$ cat src/rtl/oisc8_div_ctrl.sv
// Restoring shift-subtract divide sequencer for the oisc8 DIV/MOD ports; stalls the pc while iterating.
// Optional macro OISC8_DIV_FASTPATH_EN: finish divisor==1 and dividend<divisor in one cycle.
module oisc8_div_ctrl #(
  parameter int WIDTH = 8,
  parameter int CNT_W = 3
) (
  input  logic             clk,
  input  logic             rst,
  input  logic             start,
  input  logic [WIDTH-1:0] dividend,
  input  logic [WIDTH-1:0] divisor,
  output logic [WIDTH-1:0] quotient,
  output logic [WIDTH-1:0] remainder,
  output logic             busy,
  output logic             done,
  output logic             div_zero,
  output logic             stall
);

  typedef enum logic [1:0] {S_IDLE, S_RUN, S_DONE} state_t;

  localparam logic [CNT_W-1:0] CNT_INIT = CNT_W'(WIDTH - 1);

  state_t           r_state, w_state_nxt;
  logic [WIDTH-1:0] r_rem, w_rem_nxt;
  logic [WIDTH-1:0] r_q, w_q_nxt;
  logic [WIDTH-1:0] r_d, w_d_nxt;
  logic [WIDTH-1:0] r_quot, w_quot_nxt;
  logic [WIDTH-1:0] r_remo, w_remo_nxt;
  logic [CNT_W-1:0] r_cnt, w_cnt_nxt;
  logic             r_dz, w_dz_nxt;

  logic [WIDTH:0]   w_rem_sh;
  logic             w_ge;
  logic [WIDTH-1:0] w_rem_sub;
  logic [WIDTH-1:0] w_q_sh;
  logic             w_fast;
  logic [WIDTH-1:0] w_fast_q, w_fast_r;

  // Shifted partial remainder is WIDTH+1 bits; after subtraction it is < d, so WIDTH bits hold it.
  always_comb begin
    w_rem_sh  = {r_rem, r_q[WIDTH-1]};
    w_ge      = (w_rem_sh >= {1'b0, r_d});
    w_rem_sub = w_ge ? (w_rem_sh[WIDTH-1:0] - r_d) : w_rem_sh[WIDTH-1:0];
    w_q_sh    = {r_q[WIDTH-2:0], w_ge};
  end

  always_comb begin
    w_fast   = 1'b0;
    w_fast_q = '0;
    w_fast_r = '0;
    if (divisor == '0) begin
      w_fast   = 1'b1;
      w_fast_q = '1;
      w_fast_r = dividend;
    end
`ifdef OISC8_DIV_FASTPATH_EN
    else if (divisor == WIDTH'(1)) begin
      w_fast   = 1'b1;
      w_fast_q = dividend;
      w_fast_r = '0;
    end else if (dividend < divisor) begin
      w_fast   = 1'b1;
      w_fast_q = '0;
      w_fast_r = dividend;
    end
`else
    else begin
      w_fast = 1'b0;
    end
`endif
  end

  always_comb begin
    w_state_nxt = r_state;
    w_rem_nxt   = r_rem;
    w_q_nxt     = r_q;
    w_d_nxt     = r_d;
    w_quot_nxt  = r_quot;
    w_remo_nxt  = r_remo;
    w_cnt_nxt   = r_cnt;
    w_dz_nxt    = r_dz;
    busy        = (r_state == S_RUN);
    done        = (r_state == S_DONE);
    stall       = (start && (r_state != S_RUN)) || (r_state == S_RUN);
    case (r_state)
      S_IDLE, S_DONE: begin
        w_state_nxt = S_IDLE;
        if (start) begin
          w_dz_nxt = (divisor == '0);
          if (w_fast) begin
            w_quot_nxt  = w_fast_q;
            w_remo_nxt  = w_fast_r;
            w_state_nxt = S_DONE;
          end else begin
            w_rem_nxt   = '0;
            w_q_nxt     = dividend;
            w_d_nxt     = divisor;
            w_cnt_nxt   = CNT_INIT;
            w_state_nxt = S_RUN;
          end
        end
      end
      S_RUN: begin
        w_rem_nxt = w_rem_sub;
        w_q_nxt   = w_q_sh;
        w_cnt_nxt = r_cnt - CNT_W'(1);
        if (r_cnt == '0) begin
          w_quot_nxt  = w_q_sh;
          w_remo_nxt  = w_rem_sub;
          w_state_nxt = S_DONE;
        end
      end
      default: w_state_nxt = S_IDLE;
    endcase
  end

  always_ff @(posedge clk or negedge rst) begin
    if (!rst) begin
      r_state <= S_IDLE;
      r_rem   <= '0;
      r_q     <= '0;
      r_d     <= '0;
      r_quot  <= '0;
      r_remo  <= '0;
      r_cnt   <= '0;
      r_dz    <= 1'b0;
    end else begin
      r_state <= w_state_nxt;
      r_rem   <= w_rem_nxt;
      r_q     <= w_q_nxt;
      r_d     <= w_d_nxt;
      r_quot  <= w_quot_nxt;
      r_remo  <= w_remo_nxt;
      r_cnt   <= w_cnt_nxt;
      r_dz    <= w_dz_nxt;
    end
  end

  assign quotient  = r_quot;
  assign remainder = r_remo;
  assign div_zero  = r_dz;

endmodule

$ cat config.mk
export PLATFORM = sky130hd
export DESIGN_NAME = oisc8_div_ctrl
export DESIGN_NICKNAME = d
export VERILOG_FILES = /design/src/rtl/oisc8_div_ctrl.sv
export SDC_FILE = /design/constraint.sdc
export NUM_CORES = 1
export LEC_CHECK = 0
export CAP_MARGIN = 0
export CORE_MARGIN = 2
export CORE_UTILIZATION = 50
export DETAILED_ROUTE_END_ITERATION = 6
export GPL_ROUTABILITY_DRIVEN = 1
export GPL_TIMING_DRIVEN = 0
export HOLD_SLACK_MARGIN = 0.06
export PLACE_DENSITY = 0.74
export SETUP_SLACK_MARGIN = 0.02
export SYNTH_ARGS = -nofsm -noshare
export SYNTH_HDL_FRONTEND = slang
export SYNTH_SLANG_ARGS = --single-unit
$ cat constraint.sdc
create_clock -name clk -period 4.8 [get_ports clk]
set_input_delay 0.72 -clock clk [delete_from_list [all_inputs] [get_ports clk]]
set_output_delay 0.72 -clock clk [all_outputs]
set_load 0.05 [all_outputs]
==> impl_metrics.csv, run 1 <==
group,metric,value,unit
outcome,status,"completed",
synthesis,synth_seq_cells,46,
detailed_routing,first_iter_violations,183,
detailed_routing,num_vias,2167,
cells_and_area,fillers,432,
cells_and_area,syn2layout_area_growth,23.6,%
clocking,clockBufferDepth,2,
synthesis,yosys_warnings,0,
grt,grt_max_degree,33,
timing,setup_violations,0,
detailed_routing,viasPerCell,5.60,
clocking,cts-hold-fix-buffers,0,
place,pre_cts_ws,1.75,ns
synthesis,synthSimpleGateAreaFrac,0.158,
synthesis,synth_compound_area_frac,0.234,
synthesis,ys_seq_area_frac,0.458,
grt,grt-ovfl-total,0,
critical_path,slowest_delay,0.89,ns
cells_and_area,drive_gt1_frac,0.0625,
timing,setup_ws,1.39,ns
timing,clock_skew,0.00661,ns
synthesis,synthMuxAreaShare,0.0324,
worst_hold_path,hp-class,"input pin to asynchronous set/reset pin",
detailed_routing,firstDrtPassIters,4,
floorplan,die_w,74.9,um
clocking,cts.sinks,46,
floorplan,die_h,74.9,um
critical_path,cp_slowest_cell,"clkdlybuf4s50_1",
critical_path,end_kind,"primary output",
timing,rsz0062_at_grt,"no",
critical_path,critPathLaunchType,"flop",
timing,clock.fmax,293,MHz
critical_path,critPathMaxFanout,10,
timing,hold_violations,0,
clocking,clkLatencyLatePin,0.30,ns
synthesis,synth_cell_types,47,
cells_and_area,diodes,0,
synthesis,synth_cells,274,
synthesis,synth_area,2510,sq um
synthesis,synth_nets,304,
synthesis,postSynthAreaPerCell,9.16,sq um
timing,setup_tns,0,ns
critical_path,path_buf_inv,4,
clocking,cts_max_level,2,
clocking,cts_resized,0,
clocking,clock-root-buffer,"clkbuf_8",
timing,drv_slew,0,
floorplan,io_pins,39,
timing,relSlewSlack,0.244,
floorplan,rows,25,
place,port_buffers,38,
synthesis,synth_top_family_by_area,"compound AO/OA/AOI/OAI gates",
critical_path,worstPathArrival,2.69,ns
clocking,clk_pin_slew,0.09,ns
floorplan,start_util,0.525,
critical_path,setup.worst_path.class,"flop to primary output",
grt,grt_pass1_vias,2038,
floorplan,core_area,4790,sq um
clocking,cts-buffers-inserted,5,
timing,min_period_over_period,0.710,
synthesis,synthAdderAreaFrac,0.0578,
grt,grt_use_total,0.237,
detailed_routing,wl,6.03,mm
timing,fin_crit,3.41,ns
critical_path,worst_path_most_repeated_cell,"clkbuf_1",
critical_path,path_cells,"nand2b_1 -> clkinv_1 -> clkbuf_1 -> clkbuf_1 -> clkdlybuf4s50_1",
place,dp_hpwl,4.56,mm
timing,worst_pin_slew,1.13,ns
critical_path,crit_family,"buffers and inverters",
detailed_routing,wl_per_cell,15.6,um
grt,grt_pass1_wl,9.96,mm
grt,antenna_found_initial,0,
clocking,cts_setup_buffers,0,
floorplan,dieArea,5610,sq um
detailed_routing,drc,0,
clocking,cts_tree,"done",
detailed_routing,antenna_left,0,
cells_and_area,fin_nets,350,
synthesis,synth_xor_xnor_area_share,0.0140,
place,gp_congestion,0.893,
run,cap_violations,0,
critical_path,worst_ep_required_time,4.08,ns
==> cells in the final DEF (no fill, tap or decap), types with 3 or more instances in the layout <==
cell	n
a21oi_1	21
a31oi_1	8
buf_2	5
clkbuf_1	10
clkbuf_8	6
clkdlybuf4s50_1	37
dfrtp_1	46
ha_1	10
inv_1	13
mux2i_1	7
nand2_1	26
nand2b_1	4
nand3_1	9
nand4_1	7
nor2_1	25
nor2b_1	4
nor3_1	3
o211ai_1	6
o21ai_0	30
o21bai_1	3
==> worst paths after layout <==
check,startpoint,to,slack (ns),depth (start not counted)
worst min-delay path,rst,quotient[4],0.31,1
worst max-delay path,r_state[1],busy,1.39,5
worst min register to register,r_cnt[0],r_cnt[0],0.49,1
min in group clk,r_cnt[0],r_cnt[0],0.49,1
max in group asynchronous,rst,r_d[7],4.00,2
worst max register to register,r_rem[5],r_rem[6],2.22,5
==> routing by layer <==
metal / vias to the layer above / part of all wire / global-route usage
met4: 0 / 0.011 / 0.0714
met5: - / 0 / 0
met1: 1015 / 0.46 / 0.326
met2: 70 / 0.48 / 0.385
li1: 1077 / - / -
met3: 5 / 0.049 / 0.0402
==> final cells by class <==
cell class                      count  area (sq um)  share of cell area
Inverter                           14          52.6              0.0169
Multi-Input combinational cell    199          1240               0.401
Clock buffer                        6          82.6              0.0266
Sequential cell                    46          1150               0.371
Timing Repair Buffer               39           395               0.127
Buffer                             15          62.6              0.0202
Tap cell                           67          83.8              0.0270
Clock inverter                      1          30.0             0.00968
==> worst register-to-register path, cell delays in order (launching register included) <==
cell      delay, ns
dfrtp_1        0.43
ha_1           0.38
a21o_1         0.23
a211oi_1       0.94
nand2_1        0.21
a31o_2         0.30
==> metrics by stage <==
stage | utilization | area, sq um | hold WS [ns] | std cells
2_1_floorplan | - | 2510 | 0.424 | 274
3_3_place_gp | 0.622 | 2980 | 0.470 | 379
3_5_place_dp | 0.625 | 2990 | 0.469 | 380
4_1_cts | 0.648 | 3100 | 0.314 | 387
5_1_grt | 0.648 | 3100 | 0.333 | 387
6_report | 0.648 | 3100 | 0.311 | 387
==> synth_stat cells, drive strengths merged <==
| library cell | count | share of area |
|---|---|---|
| o2111ai | 1 | 0.0035 |
| or4 | 2 | 0.0075 |
| o311a | 1 | 0.0040 |
| o32a | 2 | 0.0080 |
| o21a | 2 | 0.0060 |
| nand3b | 1 | 0.0030 |
| a21o | 2 | 0.0060 |
| fa | 1 | 0.0080 |
| a31oi | 9 | 0.025 |
| clkbuf | 11 | 0.017 |
| a211oi | 2 | 0.0060 |
| xnor2 | 2 | 0.0070 |
| nor4 | 2 | 0.0050 |
| nor2b | 4 | 0.010 |
| o41ai | 1 | 0.0035 |
| inv | 13 | 0.019 |
| and2 | 1 | 0.0025 |
| mux2i | 7 | 0.028 |
| clkinv | 1 | 0.0015 |
| nand2b | 4 | 0.010 |
| o221ai | 1 | 0.0035 |
| a211o | 2 | 0.0070 |
| a31o | 2 | 0.0070 |
| nor3 | 3 | 0.0060 |
| a41o | 1 | 0.0040 |
| o2111a | 1 | 0.0045 |
| o211ai | 6 | 0.018 |
| and3 | 1 | 0.0025 |
| nand3 | 9 | 0.018 |
| mux2 | 1 | 0.0045 |
| nor2 | 25 | 0.037 |
| o31a | 1 | 0.0035 |
| dfrtp | 46 | 0.46 |
| a21oi | 21 | 0.042 |
| o22ai | 1 | 0.0025 |
| o21ai | 30 | 0.060 |
| o31ai | 2 | 0.011 |
| buf | 4 | 0.0080 |
| ha | 10 | 0.050 |
| nand2 | 26 | 0.039 |
| xor2 | 2 | 0.0070 |
| nand4 | 7 | 0.017 |
| o21bai | 3 | 0.0090 |
==> flip-flops by register name, indices dropped and copies added (netlist names) <==
| register | count |
|---|---|
| quotient | 8 |
| r_d | 8 |
| r_q | 8 |
| r_rem | 8 |
| remainder | 8 |
| r_cnt | 3 |
| r_state | 2 |
| div_zero | 1 |
==> cells by family after synthesis <==
kind of cell / after synthesis
muxes: 8
xor gates and xnor gates: 4
buffers and inverters: 29
DFF: 46
and+or+nand+nor: 85
AOI/OAI and AO/OA: 91
adders and majority gates: 11
Power of run 1 is not shown: default switching activity piles up to over one toggle a cycle in this logic, so the estimate is an artifact.
==> inputs of run 2 (changes only) <==
- clock period: 4.8 -> 3.22 ns (I/O delays scaled with it)
==> run 2 against run 1 <==
Compared with the run above:
- hold slack got worse by 0.24 ns
- register-to-register slack got worse by 1.6 ns
- via count about the same
- cell count unchanged
- highest routed layer unchanged
- count of clock-buffer cells in the layout unchanged
- critical endpoint unchanged
- clock skew about the same
- non-clock buffer count unchanged
- global-route usage unchanged
- wire length about the same
- critical path depth unchanged
==> impl_metrics.csv, run 2 (synthesized netlist as in run 1, its figures left out) <==
group,metric,value,unit
outcome,status,"completed",
clocking,clockBufferDepth,2,
place,dp_hpwl,4.56,mm
timing,clock_skew,0.00654,ns
timing,rsz0062_at_grt,"no",
critical_path,crit_family,"buffers and inverters",
grt,antenna_found_initial,0,
detailed_routing,wl_met1,2.80,mm
critical_path,worstPathArrival,2.28,ns
timing,hold_violations,0,
detailed_routing,antenna_left,0,
critical_path,worst_path_most_repeated_cell,"clkbuf_1",
cells_and_area,fin_cells,387,
timing,setup_violations,0,
grt,grt_pass1_vias,2038,
timing,hold-worst-slack,0.0751,ns
run,cap_violations,0,
timing,clock.fmax,362,MHz
floorplan,die_w,74.9,um
critical_path,critPathCapture,"busy",
place,port_buffers,38,
detailed_routing,viasPerCell,5.60,
clocking,cts_max_level,2,
floorplan,start_util,0.525,
critical_path,reg2regPathDepth,5,
critical_path,critPathLaunchType,"flop",
critical_path,slowest_delay,0.49,ns
detailed_routing,drc,0,
floorplan,rows,25,
clocking,cts_tree,"done",
critical_path,setup.worst_path.class,"flop to primary output",
timing,drv_slew,0,
critical_path,rr_endpoint,"r_rem[6]",
clocking,clk_pin_slew,0.09,ns
critical_path,critPathLaunch,"r_state[1]",
timing,min_period_over_period,0.859,
cells_and_area,drive_gt1_frac,0.0625,
critical_path,r2r_start,"r_rem[5]",
cells_and_area,syn2layout_area_growth,23.7,%
floorplan,die_h,74.9,um
cells_and_area,final_cell_mix,"46 x dfrtp_1, 36 x clkdlybuf4s50_1, 30 x o21ai_0",
floorplan,io_pins,39,
detailed_routing,met2_length,2.89,mm
detailed_routing,dr_wl_met3,281,um
grt,grt_max_degree,33,
place,dp.cells,380,
clocking,cts_setup_buffers,0,
detailed_routing,wl_per_cell,15.6,um
detailed_routing,routed.top_layer,"met4",
clocking,cts-buffers-inserted,5,
timing,worst_pin_slew,1.09,ns
detailed_routing,wl,6.03,mm
clocking,clock-root-buffer,"clkbuf_8",
detailed_routing,first_iter_violations,183,
clocking,cts.sinks,46,
critical_path,rrSetupSlack,0.67,ns
cells_and_area,final_common_cell,"dfrtp_1",
critical_path,cp_slowest_cell,"dlymetal6s2s_1",
grt,grt-ovfl-total,0,
grt,grt_pass1_wl,9.96,mm
timing,fin_crit,2.76,ns
clocking,clkLatencyLatePin,0.30,ns
timing,setup_tns,0,ns
place,gp_congestion,0.893,
critical_path,path_buf_inv,4,
timing,relSlewSlack,0.267,
floorplan,dieArea,5610,sq um
detailed_routing,num_vias,2166,
clocking,cts-hold-fix-buffers,0,
worst_hold_path,hp-class,"input pin to asynchronous set/reset pin",
critical_path,path_cells,"nand2b_1 -> clkinv_1 -> clkbuf_1 -> clkbuf_1 -> dlymetal6s2s_1",
grt,grt_use_total,0.237,
floorplan,core_area,4790,sq um
critical_path,worstSetupPathDepth,5,
critical_path,critPathMaxFanout,10,
detailed_routing,firstDrtPassIters,4,
critical_path,worst_ep_required_time,2.74,ns
cells_and_area,fin_nets,350,
cells_and_area,diodes,0,
critical_path,end_kind,"primary output",
## run 2: changes by cell type in the layout (fill, tap and decap cells not counted), sizes merged
cell,before,now
dlymetal6s2s,0,1
clkdlybuf4s50,37,36
## run 2: stage by stage
stage | setup slack, ns | cell area [sq um] | utilization
finish | 0.456 | 3110 | 0.649
CTS | 0.0562 | 3100 | 0.648
global route | 0.316 | 3110 | 0.649
floorplan | 1.14 | 2510 | -
global placement | 0.378 | 2980 | 0.622
detailed placement | 0.410 | 2990 | 0.625
## run 2: routing by layer
| layer | vias up | global-route usage |
|---|---|---|
| met5 | - | 0 |
| met4 | 0 | 0.0714 |
| met3 | 5 | 0.0402 |
| met2 | 62 | 0.385 |
| met1 | 1022 | 0.326 |
| li1 | 1077 | - |
## run 2: area by class of cell
cell class / count / area [sq um]
sequential: 46 / 1150
clock inverter: 1 / 30.0
buffer: 15 / 62.6
timing repair buffer: 39 / 398
fill: 431 / 1680
inverter: 14 / 52.6
tap: 67 / 83.8
clock buffer: 6 / 82.6
multi-input combinational: 199 / 1240
## run 2: worst min-delay path by stage
stage	start	end	slack (ns)	cells past startpoint
2_1_floorplan	rst	div_zero	0.19	0
3_3_place_gp	r_cnt[0]	r_cnt[0]	0.47	1
3_5_place_dp	rst	quotient[4]	0.41	1
4_1_cts	rst	quotient[4]	0.08	1
5_1_grt	rst	quotient[4]	0.1	1
6_report	rst	quotient[4]	0.08	1
## run 2: worst register-to-register path, stage by stage (launching register included)
cell and delay, ns:
dfrtp_1 0.43, ha_1 0.38, a21o_1 0.23, a211oi_1 0.91, nand2_1 0.21, a31o_2 0.29
## run 2: timing repair
item	CTS	global route
endpoints found under the setup margin	0	1
hold endpoints to repair	0	0
gates resized for setup	0	1
Power of run 2 is left out for the same reason.
